$ cat src/rtl/mips_pkg.sv
// Shared MIPS store-path definitions: store op encodings, exception codes
// and the packed write-buffer entry format.
package mips_pkg;

    typedef enum logic [1:0] {
        ST_SW  = 2'd0,
        ST_SH  = 2'd1,
        ST_SB  = 2'd2,
        ST_RSV = 2'd3
    } st_op_e;

    localparam logic [4:0] EXC_ADES = 5'd5;
    localparam logic [4:0] EXC_RI   = 5'd10;
    localparam int         BE_W     = 4;

    typedef struct packed {
        logic [31:0]     addr;
        logic [31:0]     wdata;
        logic [BE_W-1:0] be;
    } st_entry_t;

endpackage

$ cat src/rtl/store_lane_pack.sv
// Combinational lane packer: replicates the store operand across the word and
// derives byte enables, plus misalignment / illegal-op flags.
module store_lane_pack
    import mips_pkg::*;
(
    input  logic [1:0]      op,
    input  logic [1:0]      addr_lo,
    input  logic [31:0]     data,
    output logic [31:0]     wdata,
    output logic [BE_W-1:0] be,
    output logic            misalign,
    output logic            illegal
);

    always_comb begin
        wdata    = data;
        be       = '0;
        misalign = 1'b0;
        illegal  = 1'b0;
        case (st_op_e'(op))
            ST_SW: begin
                wdata    = data;
                be       = 4'b1111;
                misalign = (addr_lo != 2'b00);
            end
            ST_SH: begin
                wdata    = {2{data[15:0]}};
                be       = addr_lo[1] ? 4'b1100 : 4'b0011;
                misalign = addr_lo[0];
            end
            ST_SB: begin
                wdata = {4{data[7:0]}};
                be    = 4'b0001 << addr_lo;
            end
            default: begin
                illegal = 1'b1;
            end
        endcase
    end

endmodule

$ cat src/rtl/store_packer.sv
// Store write buffer: packs MEM-stage stores into byte lanes, queues them in a
// small FIFO for the data memory, and rejects misaligned/illegal stores.
module store_packer
    import mips_pkg::*;
#(
    parameter int DEPTH = 2
) (
    input  logic                     clk,
    input  logic                     reset_n,
    input  logic                     in_valid,
    output logic                     in_ready,
    input  logic [1:0]               in_op,
    input  logic [31:0]              in_addr,
    input  logic [31:0]              in_data,
    output logic                     exc_valid,
    output logic [4:0]               exc_code,
    output logic [31:0]              exc_addr,
    output logic                     mem_valid,
    input  logic                     mem_ready,
    output logic [31:0]              mem_addr,
    output logic [31:0]              mem_wdata,
    output logic [BE_W-1:0]          mem_be,
    output logic [$clog2(DEPTH):0]   count,
    output logic                     empty
);

    localparam int            AW       = $clog2(DEPTH);
    localparam logic [AW:0]   CNT_FULL = (AW + 1)'(DEPTH);
    localparam logic [AW:0]   CNT_ONE  = (AW + 1)'(1);
    localparam logic [AW-1:0] PTR_ONE  = AW'(1);

    logic [31:0]     w_wdata;
    logic [BE_W-1:0] w_be;
    logic            w_misalign;
    logic            w_illegal;
    logic            w_accept;
    logic            w_reject;
    logic            w_enq;
    logic            w_pop;
    st_entry_t       w_entry;
    st_entry_t       w_head;

    st_entry_t       r_fifo [DEPTH];
    logic [AW-1:0]   r_wr_ptr;
    logic [AW-1:0]   r_rd_ptr;
    logic [AW:0]     r_count;
    logic            r_exc_valid;
    logic [4:0]      r_exc_code;
    logic [31:0]     r_exc_addr;

    store_lane_pack u_lane_pack (
        .op       (in_op),
        .addr_lo  (in_addr[1:0]),
        .data     (in_data),
        .wdata    (w_wdata),
        .be       (w_be),
        .misalign (w_misalign),
        .illegal  (w_illegal)
    );

    // Ready and empty depend on the occupancy only, never on the handshakes.
    assign in_ready = (r_count != CNT_FULL);
    assign empty    = (r_count == '0);
    assign count    = r_count;

    assign w_accept = in_valid && in_ready;
    assign w_reject = w_accept && (w_misalign || w_illegal);
    assign w_enq    = w_accept && !(w_misalign || w_illegal);
    assign w_pop    = mem_valid && mem_ready;

    assign w_entry.addr  = {in_addr[31:2], 2'b00};
    assign w_entry.wdata = w_wdata;
    assign w_entry.be    = w_be;

    // Storage carries no reset; the head is read asynchronously so a store
    // written at edge N is presented right after that edge.
    always_ff @(posedge clk) begin
        if (w_enq) begin
            r_fifo[r_wr_ptr] <= w_entry;
        end
    end

    assign w_head    = r_fifo[r_rd_ptr];
    assign mem_valid = !empty;
    assign mem_addr  = w_head.addr;
    assign mem_wdata = w_head.wdata;
    assign mem_be    = w_head.be;

    always_ff @(posedge clk or negedge reset_n) begin
        if (!reset_n) begin
            r_wr_ptr    <= '0;
            r_rd_ptr    <= '0;
            r_count     <= '0;
            r_exc_valid <= 1'b0;
            r_exc_code  <= '0;
            r_exc_addr  <= '0;
        end else begin
            if (w_enq) begin
                r_wr_ptr <= r_wr_ptr + PTR_ONE;
            end
            if (w_pop) begin
                r_rd_ptr <= r_rd_ptr + PTR_ONE;
            end
            case ({w_enq, w_pop})
                2'b10:   r_count <= r_count + CNT_ONE;
                2'b01:   r_count <= r_count - CNT_ONE;
                default: r_count <= r_count;
            endcase
            r_exc_valid <= w_reject;
            if (w_reject) begin
                r_exc_code <= w_illegal ? EXC_RI : EXC_ADES;
                r_exc_addr <= in_addr;
            end
        end
    end

    assign exc_valid = r_exc_valid;
    assign exc_code  = r_exc_code;
    assign exc_addr  = r_exc_addr;

endmodule

$ cat config.mk
export PLATFORM = sky130hd
export DESIGN_NAME = store_packer
export DESIGN_NICKNAME = d
export VERILOG_FILES = /design/src/rtl/mips_pkg.sv /design/src/rtl/store_lane_pack.sv /design/src/rtl/store_packer.sv
export SDC_FILE = /design/constraint.sdc
export NUM_CORES = 1
export LEC_CHECK = 0
export ABC_AREA = 0
export BUFFER_PORTS_ARGS = -buffer_cell sky130_fd_sc_hd__buf_4
export CAP_MARGIN = 20
export CORE_ASPECT_RATIO = 0.9
export CORE_MARGIN = 2
export CORE_UTILIZATION = 25
export DETAILED_ROUTE_END_ITERATION = 16
export SETUP_SLACK_MARGIN = 0.2
export SLEW_MARGIN = 20
export SYNTH_ARGS = -nofsm -noshare
export SYNTH_HDL_FRONTEND = slang
export SYNTH_SLANG_ARGS = --single-unit
$ cat constraint.sdc
create_clock -name clk -period 3.8 [get_ports clk]
set_input_delay 0.76 -clock clk [delete_from_list [all_inputs] [get_ports clk]]
set_output_delay 0.76 -clock clk [all_outputs]
set_load 0.02 [all_outputs]
==> impl_metrics.csv <==
group,metric,value,unit
run_status,status,"finished, final reports clean",
yosys,synth_top_family_by_area,"multiplexers",
cts,cts_max_level,4,
yosys,yosys.area_share.simple,2.115,%
worst_setup_path,end_kind,"output pin",
sta,rsz0062_at_grt,"false",
yosys,synthAdderAreaFrac,0.9038,%
detailed_routing,route.detailed.drc,0,
floorplanning,die_area,29040,um^2
sta,hold_viol,0,
cts,clk_pin_slew,60,ps
global_route,grt.overflow.total,0,
cts,cts_setup_buffers,0,
power_and_ir_drop,p_clk_share,24.1,%
power_and_ir_drop,internal_power,4.802,mW
cts,cts_buffers,17,
cts,clockRootBuffer,"clkbuf_16",
yosys,synth-xor-area-share,0.6327,%
yosys,synth_enable_flop_cells,132,
cells_and_area,drive_gt1_share,53.98,%
cts,cts-resized-gates,0,
detailed_routing,wirelength,15950,um
power_and_ir_drop,p_per_area,775.1,nW/um^2
worst_setup_path,rrSetupSlack,1440,ps
detailed_routing,wl_met3,887,um
yosys,synth_commonest_cells,"132 x edfxtp_1, 71 x mux2_2, 39 x dfrtp_1",
yosys,synthesis.area,6922,um^2
detailed_routing,via_per_inst,4.154,
floorplanning,core-area,27100,um^2
power_and_ir_drop,max-vdd-ir-drop,0.0004066,V
yosys,yosys.cell_count.top_type,"edfxtp_1",
power_and_ir_drop,p_sw_share,33.01,%
floorplanning,floorplan.initialDensity,25.54,%
worst_setup_path,cp_max_fo,39,
cts,clockBufferDepth,2,
sta,min_period_over_period,73.69,%
yosys,ys_types,28,
sta,report.final.slew_viol_count,0,
yosys,synth_top_cell_by_area,"edfxtp_1",
global_route,grt_max_degree,52,
detailed_routing,highest-signal-layer,"met4",
cells_and_area,fin_nets,653,
cts,hold_buffers,0,
yosys,synth.area.top_cells,"edfxtp_1 57%, dfrtp_1 14%, mux2_2 12%, mux2_4 6.1%, a22o_1 1.0%",
yosys,synth_seq_area_share,71.37,%
yosys,synth.area.mux_share,17.77,%
yosys,synth_area_per_cell,17.48,um^2
placed_design,io_buffer_count,177,
global_route,grt_pass1_wl,24070,um
worst_setup_path,r2r_end,"exc_code[1]",
cells_and_area,antennaDiodeCount,0,
worst_setup_path,worstPathArrival,2040,ps
sta,finalSetupViolCount,0,
floorplanning,die_width,179.4,um
yosys,ys_async_sr_fraction,22.81,%
power_and_ir_drop,pwr-share-seq,38.5,%
worst_setup_path,worstSetupStartpointType,"flip-flop",
placed_design,finalWeightedCongestion,0.7804,
detailed_routing,ant_nets,0,
worst_setup_path,rr_worst_depth,5,
worst_setup_path,worstPathRequired,3040,ps
cts,cts.sinks,171,
detailed_routing,detail_route.wl_per_cell,16.88,um
sta,slew_headroom,46.47,%
placed_design,pre_cts_ws,793.4,ps
floorplanning,ios,181,
worst_setup_path,r2r_start,"count[0]",
sta,skew,15.63,ps
detailed_routing,drt_iter0_markers,216,
yosys,synth_seq_cells,171,
sta,timing.fmax,0.3571,GHz
run,cap_viol_max_count,0,
power_and_ir_drop,p_sw,2.366,mW
detailed_routing,firstDrtPassIters,4,
sta,setup-tns-final,0,ps
sta,layout_setup_ws,999.9,ps
sta,min_period,2800,ps
power_and_ir_drop,p_comb_share,37.4,%
worst_setup_path,path_class,"reg -> out",
detailed_routing,wl_met1,7126,um
placed_design,dp_hpwl,10990,um
yosys,synth_compound_area_share,3.905,%
yosys,synth.top_cell.area_share,57.27,%
cells_and_area,syn_to_final_growth,33.62,%
min_path,min_path_type,"in -> async",
global_route,track_usage,11.32,%
floorplanning,rows,57,
sta,worst_slew_pin_slew,799.9,ps
yosys,ys_warn_count,0,
detailed_routing,met2_length,7630,um
global_route,antenna_found_initial,0,
yosys,ys.flop_type,"edfxtp_1",
cts,insertion_delay,430,ps
yosys,syn_inst,396,
cts,cts_tree,"built",
floorplanning,die_height,161.9,um
power_and_ir_drop,p_total,7.169,mW
global_route,grt_pass1_vias,4171,
detailed_routing,num_vias,3926,
power_and_ir_drop,p_leak,3.748,nW
==> cell usage in the layout, fill, tap and decap left out, drive strengths merged <==
cell type	instances
edfxtp	132
clkbuf	19
xor2	2
and2	3
nand2	9
clkinv	5
mux2i	1
buf	185
conb	3
xnor2	3
nand3	1
bufinv	2
nor2	17
nand2b	2
ha	5
mux2	99
inv	20
clkinvlp	2
o22ai	8
a21bo	1
a22o	8
dfrtp	39
or3	1
or2	1
a21o	2
a21oi	13
a22oi	8
==> stage by stage <==
step / area [um^2] / cells / hold slack [ps] / util [%]
floorplan: 6934 / 398 / 464.4 / -
global placement: 8665 / 913 / 494.5 / 31.97
detailed placement: 8665 / 913 / 494.4 / 31.97
CTS: 9249 / 945 / 315.5 / 34.13
global route: 9249 / 945 / 340.1 / 34.13
finish: 9249 / 945 / 308.1 / 34.13
==> sequential cells by signal (all words and copies together), names as in the netlist <==
signal,flops
r_fifo,132
exc_addr,32
count,2
exc_code,2
exc_valid,1
r_rd_ptr,1
r_wr_ptr,1
==> per-layer routing <==
| layer | vias up | track usage (%) |
|---|---|---|
| met5 | - | 0 |
| met3 | 20 | 3.745 |
| met2 | 113 | 18.16 |
| met1 | 1956 | 14.27 |
| li1 | 1837 | - |
| met4 | 0 | 3.996 |
==> cells by family after synthesis <==
logic type	after synthesis
compound gates	40
xor+xnor	5
fa+ha+maj	5
buf+inv	40
flops	171
mux	100
other cells	1
simple gates	34
==> worst max-delay path, stage by stage, from the launching register on <==
cell and delay, ps:
dfrtp_4 710, buf_12 290, mux2_2 400, buf_4 170
==> how the worst max path moves through the flow <==
stage,start,end,slack (ps),cells past startpoint
final,r_rd_ptr,mem_wdata[8],1000,3
after floorplan,in_op[0],r_fifo[0][0],160,6
after global placement,in_op[0],exc_code[1],850,8
after detailed placement,in_op[0],exc_code[1],790,8
after global routing,r_rd_ptr,mem_wdata[8],870,3
after CTS,r_rd_ptr,mem_wdata[8],910,3
==> power by group through the flow <==
stage / registers, mW / clock network [mW] / logic (mW)
2_1_floorplan: 2.94 / 0 / 1.42
3_3_place_gp: 2.80 / 0 / 2.72
3_5_place_dp: 2.80 / 0 / 2.74
4_1_cts: 2.77 / 1.79 / 2.75
5_1_grt: 2.82 / 1.87 / 2.87
6_report: 2.76 / 1.73 / 2.68
==> final cells by class <==
cell class	count	area, um^2
clock buffers	19	442.9
flip-flops and latches	171	4943
fillers	2651	17850
inverters	16	60.06
multi-input cells	187	1779
well taps	354	442.9
repair buffers	185	1439
clock inverters	13	141.4
Power figures use the tool's default switching activity.
